`src/rtl/csel_pkg.sv`:
```
// Shared sizing and record types for the carry-select adder slice.
package csel_pkg;
   localparam int WIDTH_DEF = 16;
   localparam int BLK_DEF   = 4;

   function automatic int nblk(input int width, input int blk);
      return width / blk;
   endfunction

   // Per-block precompute record at the default block size; the adder
   // declares a BLK-sized twin so non-default configurations still build.
   typedef struct packed {
      logic [BLK_DEF-1:0] sum0;
      logic [BLK_DEF-1:0] sum1;
      logic               c0;
      logic               c1;
   } blk_rec_t;
endpackage

```
`src/rtl/csel_block.sv`:
```
// One carry-select block: sums and carry-outs for both possible carry-ins.
module csel_block import csel_pkg::*; #(
   parameter int BLK = BLK_DEF
) (
   input  logic [BLK-1:0] a,
   input  logic [BLK-1:0] b,
   output logic [BLK-1:0] sum0,
   output logic [BLK-1:0] sum1,
   output logic           c0,
   output logic           c1
);
   always_comb begin
      {c0, sum0} = {1'b0, a} + {1'b0, b};
      {c1, sum1} = {1'b0, a} + {1'b0, b} + (BLK+1)'(1);
   end
endmodule

```
`src/rtl/csel_adder_pipe.sv`:
```
// Two-stage pipelined carry-select adder with valid/ready on both sides.
// Define CSEL_OVF_EN to add the registered signed-overflow output OVF.
module csel_adder_pipe import csel_pkg::*; #(
   parameter int WIDTH = WIDTH_DEF,
   parameter int BLK   = BLK_DEF
) (
   input  logic             clk,
   input  logic             rst,
   input  logic             in_valid,
   output logic             in_ready,
   input  logic [WIDTH-1:0] A,
   input  logic [WIDTH-1:0] B,
   input  logic             CIN,
   output logic             out_valid,
   input  logic             out_ready,
   output logic [WIDTH-1:0] SUM,
   output logic             COUT
`ifdef CSEL_OVF_EN
   ,output logic            OVF
`endif
);
   localparam int NB = nblk(WIDTH, BLK);

   typedef struct packed {
      logic [BLK-1:0] sum0;
      logic [BLK-1:0] sum1;
      logic           c0;
      logic           c1;
   } rec_t;

   rec_t [NB-1:0]    pre_d, pre_q;
   logic             s1_valid, s1_cin, s2_valid;
   logic             s1_adv, s2_adv, in_fire;
   logic [NB:0]      carry;
   logic [WIDTH-1:0] sum_d;

   // Advance signals depend only on registered state and out_ready.
   assign s2_adv    = !s2_valid || out_ready;
   assign s1_adv    = !s1_valid || s2_adv;
   assign in_ready  = s1_adv;
   assign in_fire   = in_valid && s1_adv;
   assign out_valid = s2_valid;

   for (genvar g = 0; g < NB; g++) begin : g_blk
      csel_block #(.BLK(BLK)) u_blk (
         .a    (A[g*BLK +: BLK]),
         .b    (B[g*BLK +: BLK]),
         .sum0 (pre_d[g].sum0),
         .sum1 (pre_d[g].sum1),
         .c0   (pre_d[g].c0),
         .c1   (pre_d[g].c1)
      );
   end

   always_ff @(posedge clk) begin
      if (rst)         s1_valid <= 1'b0;
      else if (s1_adv) s1_valid <= in_valid;
   end

   always_ff @(posedge clk) begin
      if (in_fire) begin
         pre_q  <= pre_d;
         s1_cin <= CIN;
      end
   end

   always_comb begin
      carry    = '0;
      sum_d    = '0;
      carry[0] = s1_cin;
      for (int i = 0; i < NB; i++) begin
         sum_d[i*BLK +: BLK] = carry[i] ? pre_q[i].sum1 : pre_q[i].sum0;
         carry[i+1]          = carry[i] ? pre_q[i].c1   : pre_q[i].c0;
      end
   end

   // SUM/COUT only load when a real result moves in, so a stall holds them.
   always_ff @(posedge clk) begin
      if (rst) begin
         s2_valid <= 1'b0;
         SUM      <= '0;
         COUT     <= 1'b0;
      end else if (s2_adv) begin
         s2_valid <= s1_valid;
         if (s1_valid) begin
            SUM  <= sum_d;
            COUT <= carry[NB];
         end
      end
   end

`ifdef CSEL_OVF_EN
   logic s1_amsb, s1_bmsb;

   always_ff @(posedge clk) begin
      if (in_fire) begin
         s1_amsb <= A[WIDTH-1];
         s1_bmsb <= B[WIDTH-1];
      end
   end

   always_ff @(posedge clk) begin
      if (rst)
         OVF <= 1'b0;
      else if (s2_adv && s1_valid)
         OVF <= (s1_amsb == s1_bmsb) && (sum_d[WIDTH-1] != s1_amsb);
   end
`endif
endmodule

```
`config.mk`:
```
export PLATFORM = sky130hd
export DESIGN_NAME = csel_adder_pipe
export DESIGN_NICKNAME = d
export VERILOG_FILES = /design/src/rtl/csel_pkg.sv /design/src/rtl/csel_block.sv /design/src/rtl/csel_adder_pipe.sv
export SDC_FILE = /design/constraint.sdc
export NUM_CORES = 1
export LEC_CHECK = 0
export BUFFER_PORTS_ARGS = -buffer_cell sky130_fd_sc_hd__buf_4
export CORE_UTILIZATION = 55
export DETAILED_ROUTE_END_ITERATION = 7
export GPL_ROUTABILITY_DRIVEN = 0
export PLACE_DENSITY = 0.84
export RECOVER_POWER = 100
export SLEW_MARGIN = 0
export SYNTH_ARGS = -nofsm -noshare
export SYNTH_HDL_FRONTEND = slang
export SYNTH_SLANG_ARGS = --single-unit
```
`constraint.sdc`:
```
create_clock -name clk -period 2.4 [get_ports clk]
set_clock_uncertainty 0.05 [all_clocks]
set_input_delay 0.48 -clock clk [delete_from_list [all_inputs] [get_ports clk]]
set_output_delay 0.48 -clock clk [all_outputs]
set_load 0.02 [all_outputs]
```
* Word level (Yosys, flattened, before mapping)
Cells that the tools add are included.
** Word-level totals
- Output and inout bits :: 19
- Register bits after elaboration :: 60
- Input bits :: 37
- Logic and storage cells :: 43
** Cells by class
- Reductions and logical operators :: 6
- Multiplexer cells :: 8
- Add/subtract/negate cells :: 8
** Operators with widths (count)
- adder 4 x 4 -> 5 bit :: 4
- adder 5 x 1 -> 5 bit, second input constant :: 4
- two-way mux 4 bit :: 4
- two-way mux 1 bit :: 4
- zero test 1 bit :: 2
- logical OR 1 bit :: 2
- AND reduction 2 bit :: 1
- logical AND 1 bit :: 1

* Longest topological paths before layout
- Word-level depth :: 4
- Gate-level depth with buffers :: 8
- Mapped depth without buffers :: 8

* By module
Synthesis repeated with hierarchy kept, for this count alone.
** Unflattened totals
- Cell total of the unflattened synthesis :: 211
- Area total of the unflattened synthesis :: 2914.0 sq um
** Modules (own cells, without submodules)
- csel_adder_pipe :: sequential area each 1611.5 sq um, cells each 131, area an instance 2133.3 sq um, instances 1
- csel_block :: sequential area each 0.0 sq um, cells each 20, area an instance 195.2 sq um, instances 4

* Least setup slack after synthesis
Ideal clock, no wire load.
- Kind :: flip-flop to flip-flop
- From :: reg s2_valid (netlist: out_valid)
- To :: reg pre_q[0] (netlist name) (enable)
- Setup time :: 0.402 ns
- Buffers on the path :: 0
- Period minus slack after synthesis :: 2.216 ns
- Arrival :: 1.763 ns
- Required time :: 1.948 ns
- Stages on the path, launching flop included :: 4
- Path slack :: 0.184 ns
- Cells stage by stage :: dfxtp_1 -> nor2b_1 -> nand2_1 -> and2_1
** Between the ends
- Longest elaborated chain between the ends :: 4
** Ends and longest elaborated chain
- start: declaration :: RTL line csel_adder_pipe.sv:32 : logic s1_valid, s1_cin, s2_valid;
- start signal: assignment :: RTL line csel_adder_pipe.sv:84 : s2_valid <= s1_valid;
- zero test 1 bit :: RTL line csel_adder_pipe.sv:38 : assign s2_adv = !s2_valid || out_ready;
- logical OR 1 bit :: RTL line csel_adder_pipe.sv:38
- logical OR 1 bit :: RTL line csel_adder_pipe.sv:39 : assign s1_adv = !s1_valid || s2_adv;
- net in_ready :: RTL line csel_adder_pipe.sv:10 : output logic in_ready,
- logical AND 1 bit :: RTL line csel_adder_pipe.sv:41 : assign in_fire = in_valid && s1_adv;
- net in_fire :: RTL line csel_adder_pipe.sv:33 : logic s1_adv, s2_adv, in_fire;
- end signal: assignment :: RTL line csel_adder_pipe.sv:62 : pre_q <= pre_d;
- end: declaration :: RTL line csel_adder_pipe.sv:31 : rec_t [NB-1:0] pre_d, pre_q;
The timed path passes the listed nets, and every way through them passes these cells.
A chain may end at the register's enable or synchronous reset.

* Worst setup path in the final report
- From :: reg s1_cin
- To :: reg SUM[12]
** Between the ends
- Longest elaborated chain between the ends :: 4
** Ends and longest elaborated chain
- start: declaration :: RTL line csel_adder_pipe.sv:32
- start signal: assignment :: RTL line csel_adder_pipe.sv:63 : s1_cin <= CIN;
- two-way mux 1 bit (3 in a row) :: RTL line csel_adder_pipe.sv:73 : carry[i+1] = carry[i] ? pre_q[i].c1 : pre_q[i].c0;
- two-way mux 4 bit :: RTL line csel_adder_pipe.sv:72 : sum_d[i*BLK +: BLK] = carry[i] ? pre_q[i].sum1 : pre_q[i].sum0;
- end signal: assignment :: RTL line csel_adder_pipe.sv:86 : SUM <= sum_d;
- end: declaration :: RTL line csel_adder_pipe.sv:16 : output logic [WIDTH-1:0] SUM,
No other way between the ends.

==> flow_summary.html <==
<table>
<tr><th>Metric</th><th>Value</th></tr>
<tr><th colspan="2">Placed design</th></tr>
<tr><td>Hpwl dp</td><td>3190 µm</td></tr>
<tr><td>Port Buffers</td><td>55</td></tr>
<tr><th colspan="2">Global routing</th></tr>
<tr><td>GR Overflow Total</td><td>0</td></tr>
<tr><td>Largest net degree at the start of global routing</td><td>42</td></tr>
<tr><td>Total global-route track usage</td><td>0.176</td></tr>
<tr><td>Wire length of the first global-routing pass</td><td>7130 µm</td></tr>
<tr><td>Antenna violations before repair</td><td>0</td></tr>
<tr><td>Vias in the first global route</td><td>1746</td></tr>
<tr><th colspan="2">STA</th></tr>
<tr><td>Max-slew headroom at the worst pin</td><td>0.399</td></tr>
<tr><td>Setup TNS</td><td>0 ns</td></tr>
<tr><td>Post-layout minimum cycle time</td><td>2.11 ns</td></tr>
<tr><td>Worst slew pin tran</td><td>0.902 ns</td></tr>
<tr><td>Final cycle utilization of the critical path</td><td>0.881</td></tr>
<tr><td>Unrepaired setup endpoints after global routing</td><td>false</td></tr>
<tr><td>Final-report setup violation count</td><td>0</td></tr>
<tr><td>Final hold viol count</td><td>0</td></tr>
<tr><td>Count of pins over their slew limit</td><td>0</td></tr>
<tr><td>Highest clock frequency the design can meet</td><td>473 MHz</td></tr>
<tr><th colspan="2">Yosys</th></tr>
<tr><td>Distinct cell type count of the synthesized netlist</td><td>23</td></tr>
<tr><td>#FFs+latches synth</td><td>60</td></tr>
<tr><td>Cells after Synth</td><td>221</td></tr>
<tr><td>YS warnings</td><td>0</td></tr>
<tr><td>Synth Area per Inst</td><td>13.2 µm²</td></tr>
<tr><td>Syn nets</td><td>282</td></tr>
<tr><td>Post-synthesis sequential area ratio</td><td>0.554</td></tr>
<tr><td>Netlist area before placement</td><td>2910 µm²</td></tr>
<tr><th colspan="2">Power and ir drop</th></tr>
<tr><td>Logic gate share of total power</td><td>0.193</td></tr>
<tr><td>Worst VDD drop</td><td>0.458 mV</td></tr>
<tr><td>Switching power of the nets</td><td>0.635 mW</td></tr>
<tr><td>Switching Fraction</td><td>0.256</td></tr>
<tr><td>Proportion of power drawn by flip-flops and latches</td><td>0.523</td></tr>
<tr><td>Relative contribution of the clock network to total power</td><td>0.285</td></tr>
<tr><td>Internal power contribution</td><td>1.85 mW</td></tr>
<tr><td>Leakage Power</td><td>1.47 nW</td></tr>
<tr><td>PD cells</td><td>717 nW/µm²</td></tr>
<tr><th colspan="2">Outcome</th></tr>
<tr><td>Status</td><td>finished, final reports clean</td></tr>
<tr><th colspan="2">Hold path</th></tr>
<tr><td>Beginning of the worst hold path</td><td>CIN</td></tr>
<tr><td>Worst hold path type</td><td>in -&gt; reg</td></tr>
<tr><th colspan="2">Drt</th></tr>
<tr><td>Routed Antenna Nets</td><td>0</td></tr>
<tr><td>Via-per-instance ratio</td><td>5.06</td></tr>
<tr><td>Number of optimization iterations in the first detailed-route pass</td><td>6</td></tr>
<tr><td>Routed Wire Length</td><td>4230 µm</td></tr>
<tr><td>Total number of vias</td><td>1818</td></tr>
<tr><td>1st-iter DRT viols</td><td>57</td></tr>
<tr><td>Number of remaining DRC errors</td><td>0</td></tr>
<tr><td>Wire length per cell after detailed routing</td><td>11.8 µm</td></tr>
<tr><th colspan="2">Floorplanning</th></tr>
<tr><td>Starting utilization of the core area</td><td>0.570</td></tr>
<tr><td>Die Ht</td><td>74.7 µm</td></tr>
<tr><td>Top Ports</td><td>56</td></tr>
<tr><td>Total Die Area</td><td>5580 µm²</td></tr>
<tr><td>Placement Rows</td><td>26</td></tr>
<tr><td>Horizontal die dimension</td><td>74.7 µm</td></tr>
<tr><td>Area of the core</td><td>5110 µm²</td></tr>
<tr><th colspan="2">CTS</th></tr>
<tr><td>Worst-case clock buffer depth</td><td>2</td></tr>
<tr><td>Clock input transition at the sequential cells of the worst setup and hold paths</td><td>0.06 ns</td></tr>
<tr><td>Clock insertion delay at the later pin of the skew report</td><td>0.32 ns</td></tr>
<tr><td>TritonCTS clock tree</td><td>done</td></tr>
<tr><td>Number of clock buffers inserted by TritonCTS</td><td>9</td></tr>
<tr><td>Clock H-tree levels</td><td>3</td></tr>
<tr><td>Number of setup buffers added after CTS</td><td>0</td></tr>
<tr><td>Clock sink count</td><td>60</td></tr>
<tr><td>Root Buffer Master</td><td>sky130_fd_sc_hd__clkbuf_8</td></tr>
<tr><td>Count of hold-fix buffers inserted at cts</td><td>0</td></tr>
<tr><td>Number of gates given a new drive strength after cts</td><td>0</td></tr>
<tr><th colspan="2">Setup path</th></tr>
<tr><td>Critical Path Start</td><td>s1_cin</td></tr>
<tr><td>Worst R2R Setup Slack</td><td>0.29 ns</td></tr>
<tr><td>Worst-path maximum fanout</td><td>6</td></tr>
<tr><td>Worst-path cell chain</td><td>mux2i_4 -&gt; mux2i_2 -&gt; mux2i_1 -&gt; a211oi_1</td></tr>
<tr><td>Reg2reg start</td><td>s1_cin</td></tr>
<tr><td>CP Data Arrival Time</td><td>2.30 ns</td></tr>
<tr><td>Setup crit start kind</td><td>flop</td></tr>
<tr><td>CP delay by family, top</td><td>multiplexers</td></tr>
<tr><td>Path type of the worst setup path</td><td>reg -&gt; reg</td></tr>
<tr><td>Worst endpoint required time</td><td>2.58 ns</td></tr>
<tr><td>Crit path to</td><td>SUM[12]</td></tr>
<tr><td>Crit. End Element</td><td>flop</td></tr>
<tr><td>Largest incremental delay on the critical path</td><td>0.54 ns</td></tr>
<tr><td>Bufs and invs on worst path</td><td>0</td></tr>
<tr><td>Slowest library cell on the worst path</td><td>sky130_fd_sc_hd__edfxtp_1</td></tr>
<tr><td>Capturing point of the worst reg2reg path</td><td>SUM[12]</td></tr>
<tr><td>Instance count on the critical path</td><td>4</td></tr>
<tr><td>Cell depth of the worst flop-to-flop path</td><td>4</td></tr>
<tr><th colspan="2">Finish</th></tr>
<tr><td>Utilization after layout</td><td>0.678</td></tr>
<tr><td>Layout overhead on the synthesized area</td><td>19.1%</td></tr>
<tr><td>Layout cell share with drive strength beyond 1</td><td>0.180</td></tr>
<tr><td>Number of inserted filler cells in the final layout</td><td>434</td></tr>
<tr><td>Net count of the finished layout</td><td>345</td></tr>
<tr><td>Area of the multi-input gates</td><td>1210 µm²</td></tr>
<tr><td>Area taken by flip-flops and latches</td><td>1610 µm²</td></tr>
<tr><td>Count of inserted antenna diode cells</td><td>0</td></tr>
<tr><th colspan="2">Job</th></tr>
<tr><td>Max capacitance violation total</td><td>0</td></tr>
</table>
-- layout by cell type, fill, tap and decap left out, drive strengths merged --
| cell | n |
|---|---|
| nand3b | 4 |
| clkinv | 3 |
| o21ai | 2 |
| fa | 4 |
| nor2 | 20 |
| and2 | 1 |
| xor2 | 10 |
| a21oi | 5 |
| mux2i | 26 |
| ha | 20 |
| nand3 | 8 |
| clkbuf | 45 |
| edfxtp | 41 |
| dfxtp | 19 |
| nor2b | 4 |
| a21o | 8 |
| buf | 27 |
| inv | 12 |
| a211oi | 17 |
| xnor2 | 10 |
| nand2b | 2 |
| nand2 | 1 |
-- cell usage after synthesis, drive strengths merged --
library cell  number  area, µm²
nand3              8       40.0
inv               12       45.0
nor2b              4       25.0
fa                 4       80.1
nand2              1       3.75
buf                2       15.0
o21ai              2       10.0
edfxtp            41       1230
nand3b             4       30.0
nor2              20       75.1
xor2              10       87.6
ha                20        250
xnor2             10       87.6
clkbuf             5       18.8
nand2b             2       12.5
and2               1       6.26
a21oi              5       25.0
mux2i             26        298
dfxtp             19        380
a21o               8       60.1
a211oi            17        128
-- per-layer routing --
metal,GRT usage,vias up,share of wire
met1,0.174,830,0.41
met5,0,-,0
met4,0.124,0,0.019
li1,-,936,-
met3,0.0522,8,0.042
met2,0.314,44,0.53
-- worst min-delay path by stage --
| stage | depth (start not counted) | slack [ns] | end |
|---|---|---|---|
| after floorplan | 2 | 0.43 | out_valid |
| after global placement | 2 | 0.44 | SUM[15] |
| after detailed placement | 2 | 0.44 | SUM[3] |
| after CTS | 1 | 0.26 | s1_cin |
| after global routing | 1 | 0.29 | s1_cin |
| final | 1 | 0.31 | s1_cin |
-- logic make-up after synthesis --
| kind of cell | share of synthesized area |
|---|---|
| flops | 0.554 |
| simple gates | 0.0662 |
| compound gates | 0.0766 |
| mux | 0.102 |
| fa+ha+maj | 0.114 |
| xor+xnor | 0.0602 |
| buf+inv | 0.0271 |
-- flip-flops by register name, indices dropped and copies added (netlist names) --
register / count
pre_q: 40
SUM: 16
COUT: 1
out_valid: 1
s1_cin: 1
s1_valid: 1
-- power groups by stage --
stage | registers (mW) | logic [mW] | clock network [mW]
detailed placement | 1.32 | 0.515 | 0
finish | 1.30 | 0.478 | 0.707
CTS | 1.30 | 0.517 | 0.734
global route | 1.31 | 0.538 | 0.773
floorplan | 1.34 | 0.329 | 0
global placement | 1.32 | 0.497 | 0
-- area by class of cell --
class,count,area share
Multi-Input combinational cell,142,0.350
Sequential cell,60,0.465
Inverter,12,0.0130
Clock buffer,13,0.0401
Clock inverter,3,0.00397
Tap cell,70,0.0253
Timing Repair Buffer,59,0.102
-- stage by stage --
step	hold WS (ns)	power, mW	instances	instance area [µm²]	setup WS [ns]
after floorplan	0.428	1.67	221	2910	0.184
after global placement	0.437	1.81	343	3410	0.189
after detailed placement	0.442	1.84	343	3410	0.114
after CTS	0.265	2.55	359	3560	0.357
after global routing	0.286	2.62	359	3460	0.160
final	0.311	2.48	359	3460	0.286
Power figures use the tool's default switching activity.
